## config.mk

```make
export PLATFORM = sky130hd
export DESIGN_NAME = adc_frame_scheduler
export DESIGN_NICKNAME = d
export VERILOG_FILES = /design/src/rtl/adc_frame_scheduler.sv
export SDC_FILE = /design/constraint.sdc
export NUM_CORES = 1
export LEC_CHECK = 0
export CAP_MARGIN = 30
export CORE_MARGIN = 4
export CORE_UTILIZATION = 25
export CTS_BUF_LIST = sky130_fd_sc_hd__clkbuf_2
export DETAILED_ROUTE_END_ITERATION = 10
export GPL_ROUTABILITY_DRIVEN = 0
export PLACE_DENSITY = 0.38
export SYNTH_ARGS = -nofsm -noshare
export SYNTH_HDL_FRONTEND = slang
export SYNTH_SLANG_ARGS = --single-unit
```

## constraint.sdc

```tcl
create_clock -name CLK_i -period 2.06 [get_ports CLK_i]
set_input_delay 0.309 -clock CLK_i [delete_from_list [all_inputs] [get_ports CLK_i]]
set_output_delay 0.309 -clock CLK_i [all_outputs]
set_load 0.02 [all_outputs]
```

## src/rtl/adc_frame_scheduler.sv

```systemverilog
// adc_frame_scheduler: periodic serial-ADC conversion sequencer that streams
// each sample to a UART byte interface as a {0xA,hi-nibble},{low byte} frame.
module adc_frame_scheduler #(
    parameter int SAMPLE_DIV = 10000,
    parameter int SCLK_DIV   = 4,
    parameter int SHIFT_BITS = 16,
    parameter int ADC_BITS   = 12
) (
    input  logic        CLK_i,
    input  logic        RSTn_i,
    input  logic        EN_i,
    output logic        CS_o,
    output logic        SCLK_o,
    input  logic        SDO_i,
    output logic [7:0]  TX_DATA_o,
    output logic        TX_VALID_o,
    input  logic        TX_READY_i,
    output logic [11:0] SAMPLE_o,
    output logic        SAMPLE_VALID_o,
    output logic        OVERRUN_o
);
    localparam int TW   = $clog2(SAMPLE_DIV);
    localparam int DW   = $clog2(SCLK_DIV + 1);
    localparam int SEGS = 2 * SHIFT_BITS + 1;
    localparam int SW   = $clog2(SEGS + 1);

    localparam logic [2:0] IDLE    = 3'd0;
    localparam logic [2:0] CONV    = 3'd1;
    localparam logic [2:0] DONE    = 3'd2;
    localparam logic [2:0] SEND_HI = 3'd3;
    localparam logic [2:0] SEND_LO = 3'd4;

    logic [TW-1:0]       timer_q, timer_d;
    logic [2:0]          state_q, state_d;
    logic [DW-1:0]       div_q, div_d;
    logic [SW-1:0]       seg_q, seg_d;
    logic [ADC_BITS-1:0] shift_q, shift_d;
    logic [11:0]         sample_q, sample_d;
    logic                ovr_q, ovr_d;
    logic                trig, div_end, conv_end, xfer;

    // A conversion is a chain of SCLK_DIV-long segments: even segments hold
    // SCLK high (segment 0 is setup), odd segments hold it low.  Only the
    // last ADC_BITS shifted bits survive in the shift register.
    always_comb begin
        trig     = EN_i && (timer_q == TW'(SAMPLE_DIV - 1));
        timer_d  = (!EN_i || trig) ? '0 : timer_q + 1'b1;
        ovr_d    = !EN_i ? 1'b0 : (trig && state_q != IDLE) ? 1'b1 : ovr_q;
        div_end  = div_q == DW'(SCLK_DIV - 1);
        conv_end = state_q == CONV && div_end && seg_q == SW'(SEGS - 1);
        xfer     = TX_VALID_o && TX_READY_i;
        div_d    = state_q != CONV ? '0 : div_end ? '0 : div_q + 1'b1;
        seg_d    = state_q != CONV ? '0 : div_end ? seg_q + 1'b1 : seg_q;
        shift_d  = (state_q == CONV && div_end && seg_q[0]) ? {shift_q[ADC_BITS-2:0], SDO_i} : shift_q;
        sample_d = conv_end ? 12'(shift_q) : sample_q;
        state_d  = state_q;
        case (state_q)
            IDLE:    state_d = trig ? CONV : IDLE;
            CONV:    state_d = conv_end ? DONE : CONV;
            DONE:    state_d = SEND_HI;
            SEND_HI: state_d = xfer ? SEND_LO : SEND_HI;
            SEND_LO: state_d = xfer ? IDLE : SEND_LO;
            default: state_d = IDLE;
        endcase
    end

    always_ff @(posedge CLK_i or negedge RSTn_i) begin
        if (!RSTn_i) begin
            timer_q  <= '0;
            state_q  <= IDLE;
            div_q    <= '0;
            seg_q    <= '0;
            shift_q  <= '0;
            sample_q <= '0;
            ovr_q    <= 1'b0;
        end else begin
            timer_q  <= timer_d;
            state_q  <= state_d;
            div_q    <= div_d;
            seg_q    <= seg_d;
            shift_q  <= shift_d;
            sample_q <= sample_d;
            ovr_q    <= ovr_d;
        end
    end

    assign CS_o           = state_q != CONV;
    assign SCLK_o         = state_q != CONV || !seg_q[0];
    assign SAMPLE_VALID_o = state_q == DONE;
    assign TX_VALID_o     = state_q == SEND_HI || state_q == SEND_LO;
    assign TX_DATA_o      = state_q == SEND_HI ? {4'hA, sample_q[11:8]} :
                            state_q == SEND_LO ? sample_q[7:0] : 8'h00;
    assign SAMPLE_o       = sample_q;
    assign OVERRUN_o      = ovr_q;
endmodule
```

======== Word-level counts from Yosys, hierarchy flattened ========
Cells that the tools add are included.
word-level totals
  input bits .............................. 5
  output and inout port bits .............. 25
  register bits after elaboration ......... 51
cells by class
  mux-type cells .......................... 14
  eq/ne operators ......................... 9
  add/sub/neg operators ................... 3
  reduce and logical (&&, ||, !) cells .... 14
operator list
  operator                 count
  $mux W8                  2
  $pmux W3 S5              1
  $add A14 B1 Y14 const B  1
  $eq A14 B14 Y1 const B   1
  $mux W14                 1
  $mux W3                  4
  $mux W6                  2
  $eq A3 B2 Y1 const B     3
  $add A6 B1 Y6 const B    1
  $eq A6 B6 Y1 const B     1
  $logic_and A1 B1 Y1      6
  $add A3 B1 Y3 const B    1
  $eq A3 B1 Y1 const B     1
  $eq A3 B3 Y1 const B     1
  $logic_not A3 Y1         1
  $logic_or A1 B1 Y1       3
  $mux W1                  3
  $ne A3 B1 Y1 const B     1
  $reduce_bool A3 Y1       1
  $logic_not A1 Y1         2
  $mux W2                  1
  $ne A2 B1 Y1 const B     1
  $reduce_bool A2 Y1       1

======== Longest topological paths before layout ========
  depth in word-level cells ............... 5
  depth in mapped cells ................... 7

======== Least setup slack after synthesis ========
OpenSTA, ideal clock, no wires.
  path kind ............................... register to register
  from .................................... register div_q[0]
  to ...................................... register shift_q[10]
  cell stages (with the launch flop) ...... 8
  setup time .............................. 0.125 ns
  path buffers ............................ 2
  clock period less this slack ............ 1.656 ns
  path slack .............................. 0.404 ns
  arrival time ............................ 1.531 ns
  required time ........................... 1.935 ns
  path through ............................ dfrtp_1 ha_1 nor2b_1 buf_2 and2_4 nand2_4 buf_6 mux2_4
between the ends
  word-level cells in the longest chain between the ends .. 3
RTL lines
  element                            line  source
  start: declaration                 35    logic [DW-1:0] div_q, div_d;
  start signal: assignment           79    div_q <= div_d;
  $eq A3 B2 Y1                       49    div_end = div_q == DW'(SCLK_DIV - 1);
  $logic_and A1 B1 Y1 (2 in series)  54    shift_d = (state_q == CONV && div_end && seg_q[0]) ? {shift_q[ADC_BITS-2:0], SDO_i} : shift_q;
  end signal: assignment             81    shift_q <= shift_d;
  end: declaration                   37    logic [ADC_BITS-1:0] shift_q, shift_d;
No other way between the ends.
A chain may end at the register's enable or synchronous reset.

======== Worst setup path in the final report ========
  from .................................... register state_q[1]
  to ...................................... output port TX_VALID_o
between the ends
  word-level cells in the longest chain between the ends .. 2
RTL lines
  element                                       line  source
  start: declaration                            34    logic [2:0] state_q, state_d;
  start signal: assignment                      78    state_q <= state_d;
  $eq A3 B2 Y1 or $eq A3 B3 Y1 (tied branches)  90    assign TX_VALID_o = state_q == SEND_HI || state_q == SEND_LO;
  $logic_or A1 B1 Y1 (*)                        90
  end: declaration                              16    output logic TX_VALID_o,
Every way passes the cells marked *; elsewhere a longest branch is shown, timed or not.

==> results.toml <==
[worst_setup_path]
critPathMaxFanout = 8
worstPathRequired_ps = 1750
slowest_delay_ps = 480
crit_buf_inv = 2
critical-path-top-delay-family = "flip-flops"
critical_path.cell_chain = "nand2b_1, nor2_1, buf_4, or2_2, buf_2"
worstReg2RegStart = "state_q[1]"
cp-start-kind = "register"
path_class = "reg2out"
cp_slowest_cell = "dfrtp_2"
r2r_cells = 6
endpoint_kind = "primary output"
crit_arrival_ps = 1710
r2r_end = "SAMPLE_o[10]"
regToRegSetupSlack_ps = 270

[grt]
antenna_found_initial = 0
grt_usage = 0.0987
grt-ovfl-total = 0
grt_pass1_vias = 1619
grt_pass1_wl_um = 8580
grt_max_degree = 21

[synth]
synthAdderAreaFrac = 0.0212
synth_seq_cells = 51
synth_cell_types = 38
synthSimpleGateAreaFrac = 0.169
synthTopCellsByCount = "51 x dfrtp_1, 21 x nor2_1, 18 x mux2_4"
syn_area_per_cell_sq_um = 12.8
synth_area_leaders = "dfrtp_1 54%, mux2_4 11%, xor2_1 5.2%, mux2_2 3.3%, nor2_1 3.3%"
seq_area_frac_synth = 0.541
synth_cells = 185
ys.flop_type = "dfrtp_1"
yosys_warnings = 0
synthArstFlopShare = 1.00
synthXorXnorAreaFrac = 0.0594
syn_area_sq_mm = 0.00236
synth_top_area_share = 0.541
synth_top_area_cell = "dfrtp_1"
synth-edff-count = 0
synth_mux_area_frac = 0.148
synth_top_family_by_area = "simple AND/OR/NAND/NOR gates"
synth-compound-area-share = 0.0392
synth.net_count = 194
yosysMostFrequentCell = "dfrtp_1"

[cts]
h-tree-depth = 2
cts.path.max_buffers = 2
numCtsBuffers = 5
clockRootBuffer = "clkbuf_2"
tritoncts = "built"
cts.clk_slew.worst_paths_ps = 280
clock_latency_ps = 470
cts.sink_count = 51

[power]
p_per_area_mw_per_mm2 = 623
worst_ir_drop_vdd_uv = 241
pwr-share-seq = 0.597
p_leak_nw = 1.46
power_report.internal_total_w = 0.00127
power_switching_w = 0.000531
power.total_w = 0.00181
combPwrFrac = 0.160
p_clk_frac = 0.243
sw_frac_of_total = 0.294

[placement]
dp.final_hpwl_um = 3360
portBuffers = 29

[status]
status = "finished, final reports clean"

[die]
die-area_sq_mm = 0.0111
rows = 35
die_h_um = 105
design.core.area_sq_mm = 0.00920
io-pin-count = 30
start_util = 0.257
fp.dieW_um = 105

[route]
detail_route.vias_per_cell = 4.32
dr.pass1.iters = 3
drcViolationCount = 0
vias = 1472
drtAntennaViolNets = 0
routedWlPerCell_um = 14.4
drt-initial-drc-count = 52
drt_wl_total_um = 4920

[finish]
nets = 238
layout-drive-gt1-share = 0.296
n_antenna_cell = 0
fillers = 948
area_delta_synth_final_pct = 22.7

[timing]
worstMarginPinSlew_ps = 446
slew_violations = 0
finalHoldWorstSlack_ps = 280
finClkSkew_ps = 17.0
finalHoldViolCount = 0
slew_headroom = 0.703
period_share = 0.980
fmax_mhz = 496
rsz0062_at_grt = "yes"
final.min_clock_period_ps = 2020
final-setup-viol-count = 0

[job]
maxCapViolations = 0

[worst_hold_path]
min-delay-path-class = "in2async"
-- state kept, by name (all words and copies together), names as in the netlist --
name and flops:
OVERRUN_o 1, SAMPLE_o 12, div_q 3, seg_q 6
shift_q 12, state_q 3, timer_q 14
-- cell type report --
type	instances	area, sq um	area share
repair buffers	42	378	0.130
clock buffers	6	30.0	0.0104
clock inverters	2	17.5	0.00605
multi-input cells	125	1040	0.358
inverters	4	17.5	0.00605
flip-flops and latches	51	1280	0.441
well taps	111	139	0.0479
-- layout by cell type (no fill, tap or decap), types with 4 or more instances in the layout --
cell type	n
dfrtp_1	49
nor2_1	21
mux2_4	18
clkdlybuf4s50_1	16
xor2_1	14
buf_4	14
nand2_1	9
nand4_1	8
mux2_2	7
buf_6	7
clkbuf_2	6
and2_1	4
a21o_1	4
a22o_1	4
ha_1	4
-- how the worst max path moves through the flow --
stage / from / end / cells past startpoint
2_1_floorplan: div_q[0] / shift_q[10] / 7
3_3_place_gp: state_q[2] / TX_DATA_o[3] / 5
6_report: state_q[1] / TX_VALID_o / 5
5_1_grt: state_q[1] / TX_VALID_o / 5
4_1_cts: state_q[1] / TX_VALID_o / 5
3_5_place_dp: state_q[2] / TX_DATA_o[0] / 5
-- metrics by stage --
stage | worst slack (ps) | TNS (ps) | cells | cell area (sq um) | util
after floorplan | 404 | 0 | 185 | 2360 | -
after global placement | 150 | 0 | 327 | 2800 | 0.304
after detailed placement | 143 | 0 | 327 | 2800 | 0.304
after CTS | -4.10 | -4.10 | 341 | 2850 | 0.310
after global routing | -79.9 | -621 | 341 | 2900 | 0.315
final | 42.2 | 0 | 341 | 2900 | 0.315
-- routing by layer --
layer	global-route usage	part of all wire	up-vias
li1	-	-	727
met1	0.140	0.50	709
met2	0.141	0.44	29
met3	0.0334	0.045	7
met4	0.0309	0.015	0
met5	0	0	-
-- repair_timing --
| item | 4_1_cts | 5_1_grt |
|---|---|---|
| setup endpoints to repair | 12 | 11 |
| resized for setup | 47 | 19 |
| buffers inserted | 5 | 0 |
| hold buffers | 1 | 0 |
| hold endpoints to repair | 18 | 0 |
| pin swaps | 1 | 1 |
-- power by group through the flow --
stage          registers (W)  clock network (W)  logic (W)
2_1_floorplan        0.00109                  0   0.000139
3_3_place_gp         0.00109                  0   0.000260
3_5_place_dp         0.00109                  0   0.000256
4_1_cts              0.00107           0.000473   0.000283
5_1_grt              0.00109           0.000512   0.000330
6_report             0.00108           0.000439   0.000289
-- cells by family (layout without fill, tap and decap cells) --
group / after synthesis / after routing
AND/OR/NAND/NOR: 67 / 67
flip-flops: 51 / 51
multiplexers: 25 / 25
XOR/XNOR: 16 / 16
AO/OA/AOI/OAI: 13 / 13
buffers and inverters: 9 / 54
adder cells (fa/ha/maj): 4 / 4
(Power assumes the default switching activity.)
